### config.mk
export PLATFORM = sky130hd
export DESIGN_NAME = lsu_ctrl_flat
export DESIGN_NICKNAME = d
export VERILOG_FILES = /design/src/rtl/lsu_pkg.sv /design/src/rtl/lsu_if.sv /design/src/rtl/lsu_align.sv /design/src/rtl/lsu_ctrl.sv /design/src/flat_wrapper.sv
export SDC_FILE = /design/constraint.sdc
export NUM_CORES = 1
export LEC_CHECK = 0
export ABC_CLOCK_PERIOD_IN_PS = 10500
export CORE_ASPECT_RATIO = 0.8
export CORE_UTILIZATION = 41
export DETAILED_ROUTE_END_ITERATION = 10
export PLACE_DENSITY = 0.78
export RECOVER_POWER = 100
export SETUP_SLACK_MARGIN = 0.05
export SLEW_MARGIN = 40
export SYNTH_ARGS = -nofsm -noshare
export SYNTH_HDL_FRONTEND = slang
export SYNTH_HIERARCHICAL = 1
export SYNTH_SLANG_ARGS = --single-unit
### constraint.sdc
create_clock -name clk -period 10.5 [get_ports clk]
set_input_delay 2.1 -clock clk [delete_from_list [all_inputs] [get_ports clk]]
set_output_delay 2.1 -clock clk [all_outputs]
set_load 0.05 [all_outputs]
### src/rtl/lsu_pkg.sv
// Shared types, size masks and load-extension helpers for the load/store unit.
package lsu_pkg;

  typedef enum logic [2:0] {
    LB  = 3'b000,
    LH  = 3'b001,
    LW  = 3'b010,
    LBU = 3'b100,
    LHU = 3'b101
  } ld_func3_e;

  typedef enum logic [2:0] {
    SB = 3'b000,
    SH = 3'b001,
    SW = 3'b010
  } st_func3_e;

  typedef enum logic {
    IDLE  = 1'b0,
    SPLIT = 1'b1
  } lsu_state_e;

  localparam logic [3:0] MASK_B = 4'b0001;
  localparam logic [3:0] MASK_H = 4'b0011;
  localparam logic [3:0] MASK_W = 4'b1111;

  function automatic logic [3:0] size_mask(input logic [1:0] sz);
    case (sz)
      2'b00:   return MASK_B;
      2'b01:   return MASK_H;
      default: return MASK_W;
    endcase
  endfunction

  function automatic logic [2:0] size_bytes(input logic [1:0] sz);
    case (sz)
      2'b00:   return 3'd1;
      2'b01:   return 3'd2;
      default: return 3'd4;
    endcase
  endfunction

  // Stores only have the signed-looking encodings; the unsigned ones are load-only.
  function automatic logic func3_legal(input logic [2:0] f3, input logic is_store);
    case (f3)
      3'b000, 3'b001, 3'b010: return 1'b1;
      3'b100, 3'b101:         return !is_store;
      default:                return 1'b0;
    endcase
  endfunction

  function automatic logic [31:0] extend_lane(input logic [31:0] raw, input logic [2:0] f3);
    case (f3)
      LB:      return {{24{raw[7]}}, raw[7:0]};
      LH:      return {{16{raw[15]}}, raw[15:0]};
      LBU:     return {24'd0, raw[7:0]};
      LHU:     return {16'd0, raw[15:0]};
      default: return raw;
    endcase
  endfunction

endpackage

### src/rtl/lsu_if.sv
// Execute-stage request, memory bus and load-result signals of the load/store unit.
interface lsu_if;
  logic        req_valid;
  logic        req_load;
  logic        req_store;
  logic [2:0]  req_func3;
  logic [31:0] req_addr;
  logic [31:0] req_wdata;
  logic        stall;
  logic [31:0] mem_addr;
  logic        mem_read;
  logic        mem_write;
  logic [3:0]  mem_wstrb;
  logic [31:0] mem_wdata;
  logic [31:0] mem_rdata;
  logic        ld_valid;
  logic [31:0] ld_data;
  logic        fault;

  modport slave (
    input  req_valid, req_load, req_store, req_func3, req_addr, req_wdata, mem_rdata,
    output stall, mem_addr, mem_read, mem_write, mem_wstrb, mem_wdata, ld_valid, ld_data, fault
  );

  modport master (
    output req_valid, req_load, req_store, req_func3, req_addr, req_wdata, mem_rdata,
    input  stall, mem_addr, mem_read, mem_write, mem_wstrb, mem_wdata, ld_valid, ld_data, fault
  );
endinterface

### src/rtl/lsu_align.sv
// Combinational lane placement for stores and extraction/extension for loads.
// Both halves of a split access are views of one 64-bit window {hi_word, lo_word}.
module lsu_align
  import lsu_pkg::*;
(
  input  logic [2:0]  func3,
  input  logic [1:0]  off,
  input  logic        hi_phase,
  input  logic [31:0] st_data,
  input  logic [31:0] lo_word,
  input  logic [31:0] hi_word,
  output logic [3:0]  wstrb,
  output logic [31:0] wdata,
  output logic [31:0] ld_ext
);

  logic [7:0]  strb8;
  logic [63:0] wdata64;
  logic [31:0] ld_raw;

  assign strb8   = {4'd0, size_mask(func3[1:0])} << off;
  assign wdata64 = {32'd0, st_data} << {off, 3'b000};
  assign wstrb   = hi_phase ? strb8[7:4] : strb8[3:0];
  assign wdata   = hi_phase ? wdata64[63:32] : wdata64[31:0];

  assign ld_raw  = 32'({hi_word, lo_word} >> {off, 3'b000});
  assign ld_ext  = extend_lane(ld_raw, func3);

endmodule

### src/rtl/lsu_ctrl.sv
// Load/store unit control: fault checks, word-crossing split FSM and load result registers.
// Build option MISALIGN_TRAP_EN: word-crossing accesses fault instead of splitting.
module lsu_ctrl
  import lsu_pkg::*;
#(
  parameter int DEPTH_WORDS = 40
) (
  input  logic  clk,
  input  logic  rst_n,
  lsu_if.slave  bus
);

  localparam logic [31:0] DEPTH_L = 32'(DEPTH_WORDS);

  lsu_state_e  state_q, state_d;
  logic [29:0] word_p0, word_nxt_p0;
  logic [1:0]  off_p0;
  logic        split_p0, mem_op_p0, range_bad_p0, fault_p0, go_p0;
  logic        mis_fault, split_en, in_split, ld_fire;

  logic [29:0] word_hi_p1;
  logic [1:0]  off_p1;
  logic [2:0]  func3_p1;
  logic [31:0] wdata_p1, lo_word_p1;
  logic        load_p1;

  logic        ld_vld_p1, fault_p1;
  logic [31:0] ld_data_p1;

  logic [2:0]  al_func3;
  logic [1:0]  al_off;
  logic [31:0] al_st, al_lo, al_hi, al_wdata, al_ld;
  logic [3:0]  al_wstrb;

  // Stage p0: request decode and fault classification
  assign word_p0     = bus.req_addr[31:2];
  assign off_p0      = bus.req_addr[1:0];
  assign word_nxt_p0 = word_p0 + 30'd1;
  assign split_p0    = ({1'b0, off_p0} + size_bytes(bus.req_func3[1:0])) > 3'd4;
  assign mem_op_p0   = bus.req_valid && (bus.req_load || bus.req_store);

`ifdef MISALIGN_TRAP_EN
  assign mis_fault = split_p0;
  assign split_en  = 1'b0;
`else
  assign mis_fault = 1'b0;
  assign split_en  = 1'b1;
`endif

  assign range_bad_p0 = ({2'b00, word_p0} >= DEPTH_L) ||
                        (split_p0 && ({2'b00, word_nxt_p0} >= DEPTH_L));
  assign fault_p0 = mem_op_p0 && ((bus.req_load && bus.req_store) ||
                                  !func3_legal(bus.req_func3, bus.req_store) ||
                                  range_bad_p0 || mis_fault);
  assign go_p0    = mem_op_p0 && !fault_p0;

  assign in_split = (state_q == SPLIT);
  assign al_func3 = in_split ? func3_p1 : bus.req_func3;
  assign al_off   = in_split ? off_p1 : off_p0;
  assign al_st    = in_split ? wdata_p1 : bus.req_wdata;
  assign al_lo    = in_split ? lo_word_p1 : bus.mem_rdata;
  assign al_hi    = in_split ? bus.mem_rdata : 32'd0;

  lsu_align u_align (
    .func3    (al_func3),
    .off      (al_off),
    .hi_phase (in_split),
    .st_data  (al_st),
    .lo_word  (al_lo),
    .hi_word  (al_hi),
    .wstrb    (al_wstrb),
    .wdata    (al_wdata),
    .ld_ext   (al_ld)
  );

  always_comb begin
    state_d       = state_q;
    ld_fire       = 1'b0;
    bus.stall     = 1'b0;
    bus.mem_addr  = 32'd0;
    bus.mem_read  = 1'b0;
    bus.mem_write = 1'b0;
    bus.mem_wstrb = 4'd0;
    bus.mem_wdata = 32'd0;
    case (state_q)
      IDLE: begin
        if (go_p0) begin
          bus.mem_addr  = {2'b00, word_p0};
          bus.mem_read  = bus.req_load;
          bus.mem_write = bus.req_store;
          if (bus.req_store) begin
            bus.mem_wstrb = al_wstrb;
            bus.mem_wdata = al_wdata;
          end
          if (split_p0 && split_en) begin
            bus.stall = 1'b1;
            state_d   = SPLIT;
          end else begin
            ld_fire = bus.req_load;
          end
        end
      end
      SPLIT: begin
        bus.mem_addr  = {2'b00, word_hi_p1};
        bus.mem_read  = load_p1;
        bus.mem_write = !load_p1;
        if (!load_p1) begin
          bus.mem_wstrb = al_wstrb;
          bus.mem_wdata = al_wdata;
        end
        ld_fire = load_p1;
        state_d = IDLE;
      end
      default: state_d = IDLE;
    endcase
    // Memory side stays quiet while reset is held, whatever upstream presents.
    if (!rst_n) begin
      bus.stall     = 1'b0;
      bus.mem_addr  = 32'd0;
      bus.mem_read  = 1'b0;
      bus.mem_write = 1'b0;
      bus.mem_wstrb = 4'd0;
      bus.mem_wdata = 32'd0;
    end
  end

  // Stage p1: FSM state, load result and fault pulse
  always_ff @(posedge clk or negedge rst_n) begin
    if (!rst_n) begin
      state_q    <= IDLE;
      ld_vld_p1  <= 1'b0;
      ld_data_p1 <= 32'd0;
      fault_p1   <= 1'b0;
    end else begin
      state_q   <= state_d;
      ld_vld_p1 <= ld_fire;
      fault_p1  <= !in_split && fault_p0;
      if (ld_fire) ld_data_p1 <= al_ld;
    end
  end

  always_ff @(posedge clk) begin
    if (!in_split && state_d == SPLIT) begin
      word_hi_p1 <= word_nxt_p0;
      off_p1     <= off_p0;
      func3_p1   <= bus.req_func3;
      wdata_p1   <= bus.req_wdata;
      load_p1    <= bus.req_load;
      lo_word_p1 <= bus.mem_rdata;
    end
  end

  assign bus.ld_valid = ld_vld_p1;
  assign bus.ld_data  = ld_data_p1;
  assign bus.fault    = fault_p1;

endmodule

### src/flat_wrapper.sv
// flat-port wrapper written by rule: the top's interface ports become plain ports
module lsu_ctrl_flat import lsu_pkg::*;
#(
  parameter int DEPTH_WORDS = 40
)
  (clk, rst_n, bus_req_valid, bus_req_load, bus_req_store, bus_req_func3, bus_req_addr, bus_req_wdata, bus_mem_rdata, bus_stall, bus_mem_addr, bus_mem_read, bus_mem_write, bus_mem_wstrb, bus_mem_wdata, bus_ld_valid, bus_ld_data, bus_fault);
  lsu_if bus_i ();
  input  logic clk;
  input  logic rst_n;
  input wire logic [$bits(bus_i.req_valid)-1:0] bus_req_valid;
  input wire logic [$bits(bus_i.req_load)-1:0] bus_req_load;
  input wire logic [$bits(bus_i.req_store)-1:0] bus_req_store;
  input wire logic [$bits(bus_i.req_func3)-1:0] bus_req_func3;
  input wire logic [$bits(bus_i.req_addr)-1:0] bus_req_addr;
  input wire logic [$bits(bus_i.req_wdata)-1:0] bus_req_wdata;
  input wire logic [$bits(bus_i.mem_rdata)-1:0] bus_mem_rdata;
  output wire logic [$bits(bus_i.stall)-1:0] bus_stall;
  output wire logic [$bits(bus_i.mem_addr)-1:0] bus_mem_addr;
  output wire logic [$bits(bus_i.mem_read)-1:0] bus_mem_read;
  output wire logic [$bits(bus_i.mem_write)-1:0] bus_mem_write;
  output wire logic [$bits(bus_i.mem_wstrb)-1:0] bus_mem_wstrb;
  output wire logic [$bits(bus_i.mem_wdata)-1:0] bus_mem_wdata;
  output wire logic [$bits(bus_i.ld_valid)-1:0] bus_ld_valid;
  output wire logic [$bits(bus_i.ld_data)-1:0] bus_ld_data;
  output wire logic [$bits(bus_i.fault)-1:0] bus_fault;
  assign bus_i.req_valid = bus_req_valid;
  assign bus_i.req_load = bus_req_load;
  assign bus_i.req_store = bus_req_store;
  assign bus_i.req_func3 = bus_req_func3;
  assign bus_i.req_addr = bus_req_addr;
  assign bus_i.req_wdata = bus_req_wdata;
  assign bus_i.mem_rdata = bus_mem_rdata;
  assign bus_stall = bus_i.stall;
  assign bus_mem_addr = bus_i.mem_addr;
  assign bus_mem_read = bus_i.mem_read;
  assign bus_mem_write = bus_i.mem_write;
  assign bus_mem_wstrb = bus_i.mem_wstrb;
  assign bus_mem_wdata = bus_i.mem_wdata;
  assign bus_ld_valid = bus_i.ld_valid;
  assign bus_ld_data = bus_i.ld_data;
  assign bus_fault = bus_i.fault;
  lsu_ctrl #(.DEPTH_WORDS(DEPTH_WORDS)) u_core (.clk(clk), .rst_n(rst_n), .bus(bus_i));
endmodule
==> impl_metrics.json, run 1 <==
{
  "run_status": "finished with violations",
  "violations": "capacitance limit, slew limit",
  "hold_end": "u_core/bus.ld_data[22]$_DFFE_PN0P_",
  "clock-root-buffer": "clkbuf_16",
  "worst_pin_slew_ps": 2890,
  "seqCellArea_sq_mm": 0.00388,
  "power.density_mw_per_mm2": 122,
  "slew_headroom": -0.926,
  "synth_warnings": 6,
  "min_from": "u_core/bus.ld_data[22]$_DFFE_PN0P_",
  "viasPerCell": 5.67,
  "track_usage": 0.215,
  "p_leak_nw": 4.49,
  "netlist_area_sq_mm": 0.00863,
  "setup_viol": 0,
  "clk_pin_slew_worst_paths_ps": 60,
  "fin_skew_ps": 12.4,
  "synth_area_per_cell_sq_um": 12.4,
  "layout_min_cycle_time_ps": 8900,
  "core-area_sq_mm": 0.0206,
  "rows": 47,
  "setup_ws_ps": 1600,
  "drtPass1Iterations": 5,
  "cp-end-kind": "output pin",
  "die_y_um": 132,
  "wl_per_cell_um": 19.5,
  "dp.cells": 1127,
  "syn_to_final_growth_pct": 32.5,
  "r2r_end": "u_core/lo_word_p1[25]$_DFFE_PP_",
  "cts_made_buffers": 17,
  "cts_tree": "built",
  "slew_viol_final": 173,
  "arrival_ps": 6800,
  "ant_nets": 0,
  "ios": 209,
  "overflow": 0,
  "reg2reg_slack_ps": 6130,
  "rsz0062_at_grt": "no",
  "ctsResizeCount": 0,
  "start_util": 0.418,
  "post_cts_buffers": 0,
  "htreeDepth": 4,
  "holdPathStages": 1,
  "grt_pass1_vias": 6484,
  "crit_path_start": "bus_req_func3[1]",
  "start_kind": "primary input",
  "routed_wl_um": 22700,
  "required_ps": 8400,
  "place_ws_ps": 2410,
  "worstPathMaxFanout": 34,
  "final_nets": 985,
  "insertion_delay_ps": 420,
  "die_area_sq_mm": 0.0216,
  "grt_pass1_wl_um": 36000,
  "drc": 0,
  "drv_cap": 4,
  "syn_inst": 698,
  "antenna_found_initial": 3,
  "whs_ps": 500,
  "max_freq_mhz": 112,
  "portBuffers": 206,
  "grt_max_degree": 63,
  "hold_violations": 0,
  "reg2regPathDepth": 4,
  "multi_input_area_sq_mm": 0.00437,
  "rr_startpoint": "u_core/in_split$_DFF_PN0_",
  "hold_class": "reg -> reg",
  "ctsHoldBuffers": 0,
  "dieWidth_um": 164,
  "place_congestion": 0.879,
  "fin_cells": 1164,
  "layout-drive-gt1-share": 0.209,
  "fillers": 1703,
  "finalSetupTns_ps": 0,
  "detail_route.iter0.violations": 478,
  "irDropWorstVdd_mv": 0.0860,
  "clock-sinks": 135,
  "timing.final.crit_share": 0.847,
  "crit_type": "in -> out",
  "vias": 6600,
  "clockBufferDepth": 2,
  "hpwl_um": 16000
}
report_power, final:
part,internal (mW),switching (mW),leakage (nW),total [mW]
sequential,0.574,0.0000406,1.38,0.574
combinational,0.0830,0.0863,2.80,0.169
clock,0.421,0.234,0.307,0.655
total,1.08,0.321,4.49,1.40
metrics by stage:
stage,cell area (sq um),power (mW),util
4_1_cts,11500,1.42,0.557
3_5_place_dp,10900,0.760,0.526
3_3_place_gp,10800,0.757,0.524
6_report,11400,1.40,0.554
2_1_floorplan,8640,0.690,-
5_1_grt,11400,1.45,0.554
layout by cell type (no fill, tap or decap), types with 16 or more instances in the layout:
master / instances
nand2_1: 42
edfxtp_1: 100
dfrtp_1: 34
o21ai_0: 32
inv_1: 16
clkbuf_16: 17
mux4_2: 34
and3_1: 29
o2bb2ai_1: 18
mux2_2: 99
xnor2_1: 17
dlygate4sd3_1: 174
clkdlybuf4s50_1: 31
nor3b_1: 34
mux2i_1: 25
and2_1: 34
worst max-delay path by stage:
stage / endpoint / slack [ps] / cells after the start
3_5_place_dp: bus_mem_read / 2410 / 10
6_report: bus_mem_read / 1600 / 10
4_1_cts: bus_mem_read / 2420 / 10
2_1_floorplan: u_core/in_split$_DFF_PN0_ / 1140 / 7
3_3_place_gp: bus_mem_read / 2280 / 10
5_1_grt: bus_mem_read / 1300 / 10
worst max-delay path, stage by stage:
cell and delay (ps):
dlygate4sd3_1 620, nor2_1 140, ha_1 150, inv_1 50
fa_1 480, inv_1 40, o21ai_0 580, a32o_1 1460
o21a_1 300, dlygate4sd3_1 880
flip-flops by register name, summed over array words and instances (netlist names), 2 cells and up:
signal              count
u_core/bus.ld_data     32
u_core/lo_word_p1      32
u_core/wdata_p1        32
u_core/word_hi_p1      30
u_core/func3_p1         3
u_core/off_p1           2
layer usage:
layer,track usage,part of all wire,wire [um]
met5,0,0,0
met4,0.0520,0.0088,200
met3,0.0491,0.073,1650
met2,0.320,0.45,10300
met1,0.316,0.46,10500
cell type report:
type	count	share of cell area
clock inverter	13	0.0176
antenna	5	0.00109
clock buffer	19	0.0379
multi-input combinational	490	0.382
inverter	17	0.00558
sequential	135	0.339
timing repair buffer	216	0.187
tap	269	0.0294
(Power assumes the default switching activity.)
==> run 2: changes to the inputs <==
ABC_CLOCK_PERIOD_IN_PS = 7500   (was 10500)
clock period = 7.5 ns   (was 10.5 ns; I/O delays follow)
==> run 2 against run 1 <==
Combinational power grew 40%; core utilization grew 0.10 points; critical path type unchanged; power up 39%; the flow still finishes with violations (capacitance limit, slew limit); count of clock-buffer cells in the layout rose by 5; clock skew fell by 1.8 ps; register-to-register slack worse by 3300 ps; final area increased by 0.19%; final cell count about the same; first-iteration DRC count up 13%; largest power group unchanged; routed wire length is 1.3% lower; critical path depth stayed put.
==> impl_metrics.json, run 2 (same netlist as run 1, synthesis figures left out) <==
{
  "detail_route.iter0.violations": 538,
  "cp-end-kind": "output pin",
  "drtPass1Iterations": 5,
  "routed_wl_um": 22400,
  "hpwl_um": 15600,
  "setup_ws_ps": 841,
  "grt_pass1_wl_um": 35700,
  "final_nets": 986,
  "core-area_sq_mm": 0.0206,
  "hold_class": "reg -> reg",
  "hold_violations": 0,
  "required_ps": 6000,
  "viasPerCell": 5.59,
  "finalSetupTns_ps": 0,
  "syn_to_final_growth_pct": 32.8,
  "vias": 6502,
  "fin_skew_ps": 10.6,
  "place_congestion": 0.871,
  "clock-sinks": 135,
  "slew_viol_final": 137,
  "die_y_um": 132,
  "gr-max-usage-layer": "met2",
  "power.density_mw_per_mm2": 170,
  "dieWidth_um": 164,
  "setup_viol": 0,
  "ant_nets": 0,
  "mostFrequentLayoutCell": "dlygate4sd3_1",
  "irDropWorstVdd_mv": 0.105,
  "whs_ps": 504,
  "htreeDepth": 4,
  "clk_pin_slew_worst_paths_ps": 60,
  "crit_type": "in -> out",
  "clock-root-buffer": "clkbuf_16",
  "violations": "capacitance limit, slew limit",
  "insertion_delay_ps": 420,
  "arrival_ps": 5160,
  "run_status": "finished with violations",
  "mostFrequentLayoutCells": "dlygate4sd3_1, edfxtp_1, mux2_2, nand2_1, and2_1",
  "rows": 47,
  "gr-usage-met3": 0.0595,
  "place_ws_ps": 891,
  "ctsResizeCount": 0,
  "start_kind": "primary input",
  "ios": 209,
  "drc": 0,
  "die_area_sq_mm": 0.0216,
  "timing.final.crit_share": 0.888,
  "cpMaxStageDelayCell": "dlygate4sd3_1",
  "cpPeakStageDelay_ps": 920,
  "cts_tree": "built",
  "wl_per_cell_um": 19.3,
  "use_met1": 0.298,
  "worstPathMaxFanout": 7,
  "grt_pass1_vias": 6553,
  "cp_cell_sequence": "dlygate4sd3_1 -> nor2_1 -> ha_1 -> inv_1 -> fa_1 -> inv_1 -> o21ai_0 -> a21oi_1 -> o31ai_1 -> dlygate4sd3_1",
  "rsz0062_at_grt": "no",
  "slew_headroom": -1.25,
  "p_leak_nw": 4.52,
  "antenna_found_initial": 5,
  "clockBufferDepth": 2,
  "overflow": 0,
  "ctsHoldBuffers": 0,
  "gr-usage-met2": 0.329,
  "portBuffers": 206,
  "start_util": 0.418,
  "drv_cap": 3,
  "grt_max_degree": 85,
  "reg2reg_slack_ps": 2800,
  "dpl_cell_area_sq_mm": 0.0108,
  "max_freq_mhz": 150,
  "worst_pin_slew_ps": 3380,
  "layout-drive-gt1-share": 0.212,
  "layout_min_cycle_time_ps": 6660,
  "cts_made_buffers": 17,
  "post_cts_buffers": 0,
  "stdcell_area_sq_mm": 0.0115,
  "track_usage": 0.212
}
-- run 2: layer usage --
metal / vias to the layer above / part of all wire / wire length (um)
met1: 3194 / 0.46 / 10400
met5: - / 0.00080 / 18
met4: 4 / 0.0047 / 105
met2: 256 / 0.46 / 10300
met3: 15 / 0.073 / 1650
li1: 3033 / - / -
-- run 2: worst max-delay path: cells and delay by family --
kind | cells | cell delay (ps)
buf+inv | 4 | 1630
compound gates | 3 | 1280
fa+ha+maj | 2 | 620
simple gates | 1 | 130
-- run 2: final timing paths --
kind	startpoint	endpoint	cells after the start
max reg2reg	u_core/in_split$_DFF_PN0_	u_core/lo_word_p1[2]$_DFFE_PP_	5
min in group asynchronous	rst_n	u_core/in_split$_DFF_PN0_	1
max	bus_req_func3[1]	bus_mem_addr[3]	10
min reg2reg	u_core/bus.ld_data[0]$_DFFE_PN0P_	u_core/bus.ld_data[0]$_DFFE_PN0P_	1
min	u_core/bus.ld_data[0]$_DFFE_PN0P_	u_core/bus.ld_data[0]$_DFFE_PN0P_	1
max in group asynchronous	rst_n	u_core/bus.ld_data[15]$_DFFE_PN0P_	2
-- run 2: stage by stage --
step | std cells | total power, mW | utilization
CTS | 1159 | 1.98 | 0.556
finish | 1163 | 1.95 | 0.555
detailed placement | 1127 | 1.06 | 0.525
global route | 1163 | 2.02 | 0.555
global placement | 1125 | 1.06 | 0.524
floorplan | 699 | 0.966 | -
-- run 2: layout make-up --
type	count	area [sq um]
Fill cell	1714	9180
Multi-Input combinational cell	490	4370
Sequential cell	135	3880
Timing Repair Buffer	217	2150
Clock buffer	24	547
Tap cell	269	337
Clock inverter	8	104
Inverter	17	63.8
Antenna cell	3	7.51
-- run 2: power by group --
group | internal (mW) | total [mW] | switching [mW] | leakage, nW
Sequential | 0.804 | 0.804 | 0.000205 | 1.38
Combinational | 0.116 | 0.236 | 0.120 | 2.81
Clock | 0.581 | 0.910 | 0.330 | 0.322
==> run 3: changes to the inputs <==
CORE_UTILIZATION = 40   (was 41)
PLACE_DENSITY = 0.76   (was 0.78)
==> run 3 against run 2 <==
Power is 5.6% lower; the flow finishes with violations (DRC, capacitance limit, slew limit); register-to-register slack better by 250 ps; largest power group is now sequential cells; count of clock-buffer cells in the layout stayed put; core utilization is 1.3 points lower.
==> impl_metrics.json, run 3 (same netlist as run 1, synthesis figures left out) <==
{
  "run_status": "finished with violations",
  "violations": "DRC, capacitance limit, slew limit",
  "p_leak_nw": 4.47,
  "detail_route.iter0.violations": 479,
  "hold_class": "reg -> reg",
  "grt_pass1_vias": 6363,
  "viasPerCell": 5.61,
  "antenna_found_initial": 3,
  "layout-drive-gt1-share": 0.210,
  "mostFrequentLayoutCells": "dlygate4sd3_1, edfxtp_1, mux2_2, nand2_1, and2_1",
  "worstPathMaxFanout": 7,
  "overflow": 0,
  "clk_pin_slew_worst_paths_ps": 60,
  "irDropWorstVdd_mv": 0.103,
  "syn_to_final_growth_pct": 31.5,
  "ant_nets": 0,
  "ctsHoldBuffers": 0,
  "post_cts_buffers": 0,
  "drv_cap": 2,
  "ctsResizeCount": 0,
  "final_nets": 986,
  "cts_made_buffers": 17,
  "drtPass1Iterations": 8,
  "dp.cells": 1128,
  "htreeDepth": 4,
  "clockBufferDepth": 2,
  "max_freq_mhz": 149,
  "clock-sinks": 135,
  "track_usage": 0.210,
  "slew_viol_final": 73,
  "rows": 47,
  "power.density_mw_per_mm2": 162,
  "start_util": 0.412,
  "ios": 209,
  "wl_per_cell_um": 19.4,
  "hpwl_um": 15800,
  "worst_pin_slew_ps": 2270,
  "dieWidth_um": 166,
  "layout_min_cycle_time_ps": 6730,
  "rsz0062_at_grt": "no",
  "start_kind": "primary input",
  "portBuffers": 206,
  "fin_cells": 1163,
  "mostFrequentLayoutCell": "dlygate4sd3_1",
  "crit_type": "in -> out",
  "die_area_sq_mm": 0.0222,
  "insertion_delay_ps": 420,
  "vias": 6529,
  "die_y_um": 133,
  "arrival_ps": 5230,
  "grt_pass1_wl_um": 36400,
  "finalSetupTns_ps": 0,
  "cts_tree": "built",
  "fin_skew_ps": 12.5,
  "clock-root-buffer": "clkbuf_16",
  "cp-end-kind": "output pin",
  "timing.final.crit_share": 0.897,
  "core-area_sq_mm": 0.0209,
  "required_ps": 6000,
  "drc": 20,
  "slew_headroom": -0.516,
  "place_congestion": 0.853,
  "hold_violations": 0,
  "routed_wl_um": 22500,
  "grt_max_degree": 63,
  "setup_viol": 0
}
## run 3: changes by cell type in the layout (fill, tap and decap cells not counted), sizes merged
cell           change
clkinv             +1
clkdlybuf4s50      -1
dlygate4sd3        +1
bufinv             -1
## run 3: worst paths after layout
path,slack [ps],startpoint,cells after the start,end
worst max-delay path,770,bus_req_func3[1],10,bus_mem_addr[3]
max in group asynchronous,5730,rst_n,2,u_core/in_split$_DFF_PN0_
min in group asynchronous,1250,rst_n,2,u_core/bus.ld_data[17]$_DFFE_PN0P_
worst max register to register,3050,u_core/in_split$_DFF_PN0_,4,u_core/wdata_p1[2]$_DFFE_PP_
worst min register to register,500,u_core/bus.ld_data[22]$_DFFE_PN0P_,1,u_core/bus.ld_data[22]$_DFFE_PN0P_
worst min-delay path,500,u_core/bus.ld_data[22]$_DFFE_PN0P_,1,u_core/bus.ld_data[22]$_DFFE_PN0P_
## run 3: cell type report
| cell class | instances | area [sq um] |
|---|---|---|
| repair buffers | 217 | 2130 |
| multi-input cells | 490 | 4370 |
| flip-flops and latches | 135 | 3880 |
| clock inverters | 8 | 71.3 |
| well taps | 269 | 337 |
| clock buffers | 24 | 483 |
| inverters | 17 | 63.8 |
| fillers | 1772 | 9590 |
| diodes | 3 | 7.51 |
## run 3: through the flow
stage	total power [mW]	util	hold slack, ps	instance area (sq um)	worst slack (ps)
after floorplan	0.966	-	761	8650	1140
after global placement	1.06	0.517	492	10800	988
after detailed placement	1.06	0.518	496	10800	848
after CTS	1.87	0.544	510	11400	790
after global routing	1.91	0.542	528	11300	618
final	1.84	0.542	499	11300	773
## run 3: worst max-delay path, cell delays in order
cell	delay (ps)
dlygate4sd3_1	630
nor2_1	140
ha_1	150
inv_1	50
fa_1	470
inv_1	40
o21ai_0	650
a21oi_1	330
o31ai_1	360
dlygate4sd3_1	920
## run 3: layer usage
layer | up-vias | part of all wire | track usage
met5 | - | 0.00058 | 0
met4 | 2 | 0.011 | 0.0597
met3 | 19 | 0.071 | 0.0460
met2 | 256 | 0.45 | 0.314
met1 | 3209 | 0.47 | 0.305
li1 | 3043 | - | -
## run 3: power breakdown
| part | total, mW | leakage, nW | switching (mW) | internal [mW] |
|---|---|---|---|---|
| logic | 0.237 | 2.81 | 0.121 | 0.116 |
| registers | 0.804 | 1.38 | 0.000176 | 0.804 |
| clock network | 0.800 | 0.278 | 0.316 | 0.483 |
| total | 1.84 | 4.47 | 0.438 | 1.40 |
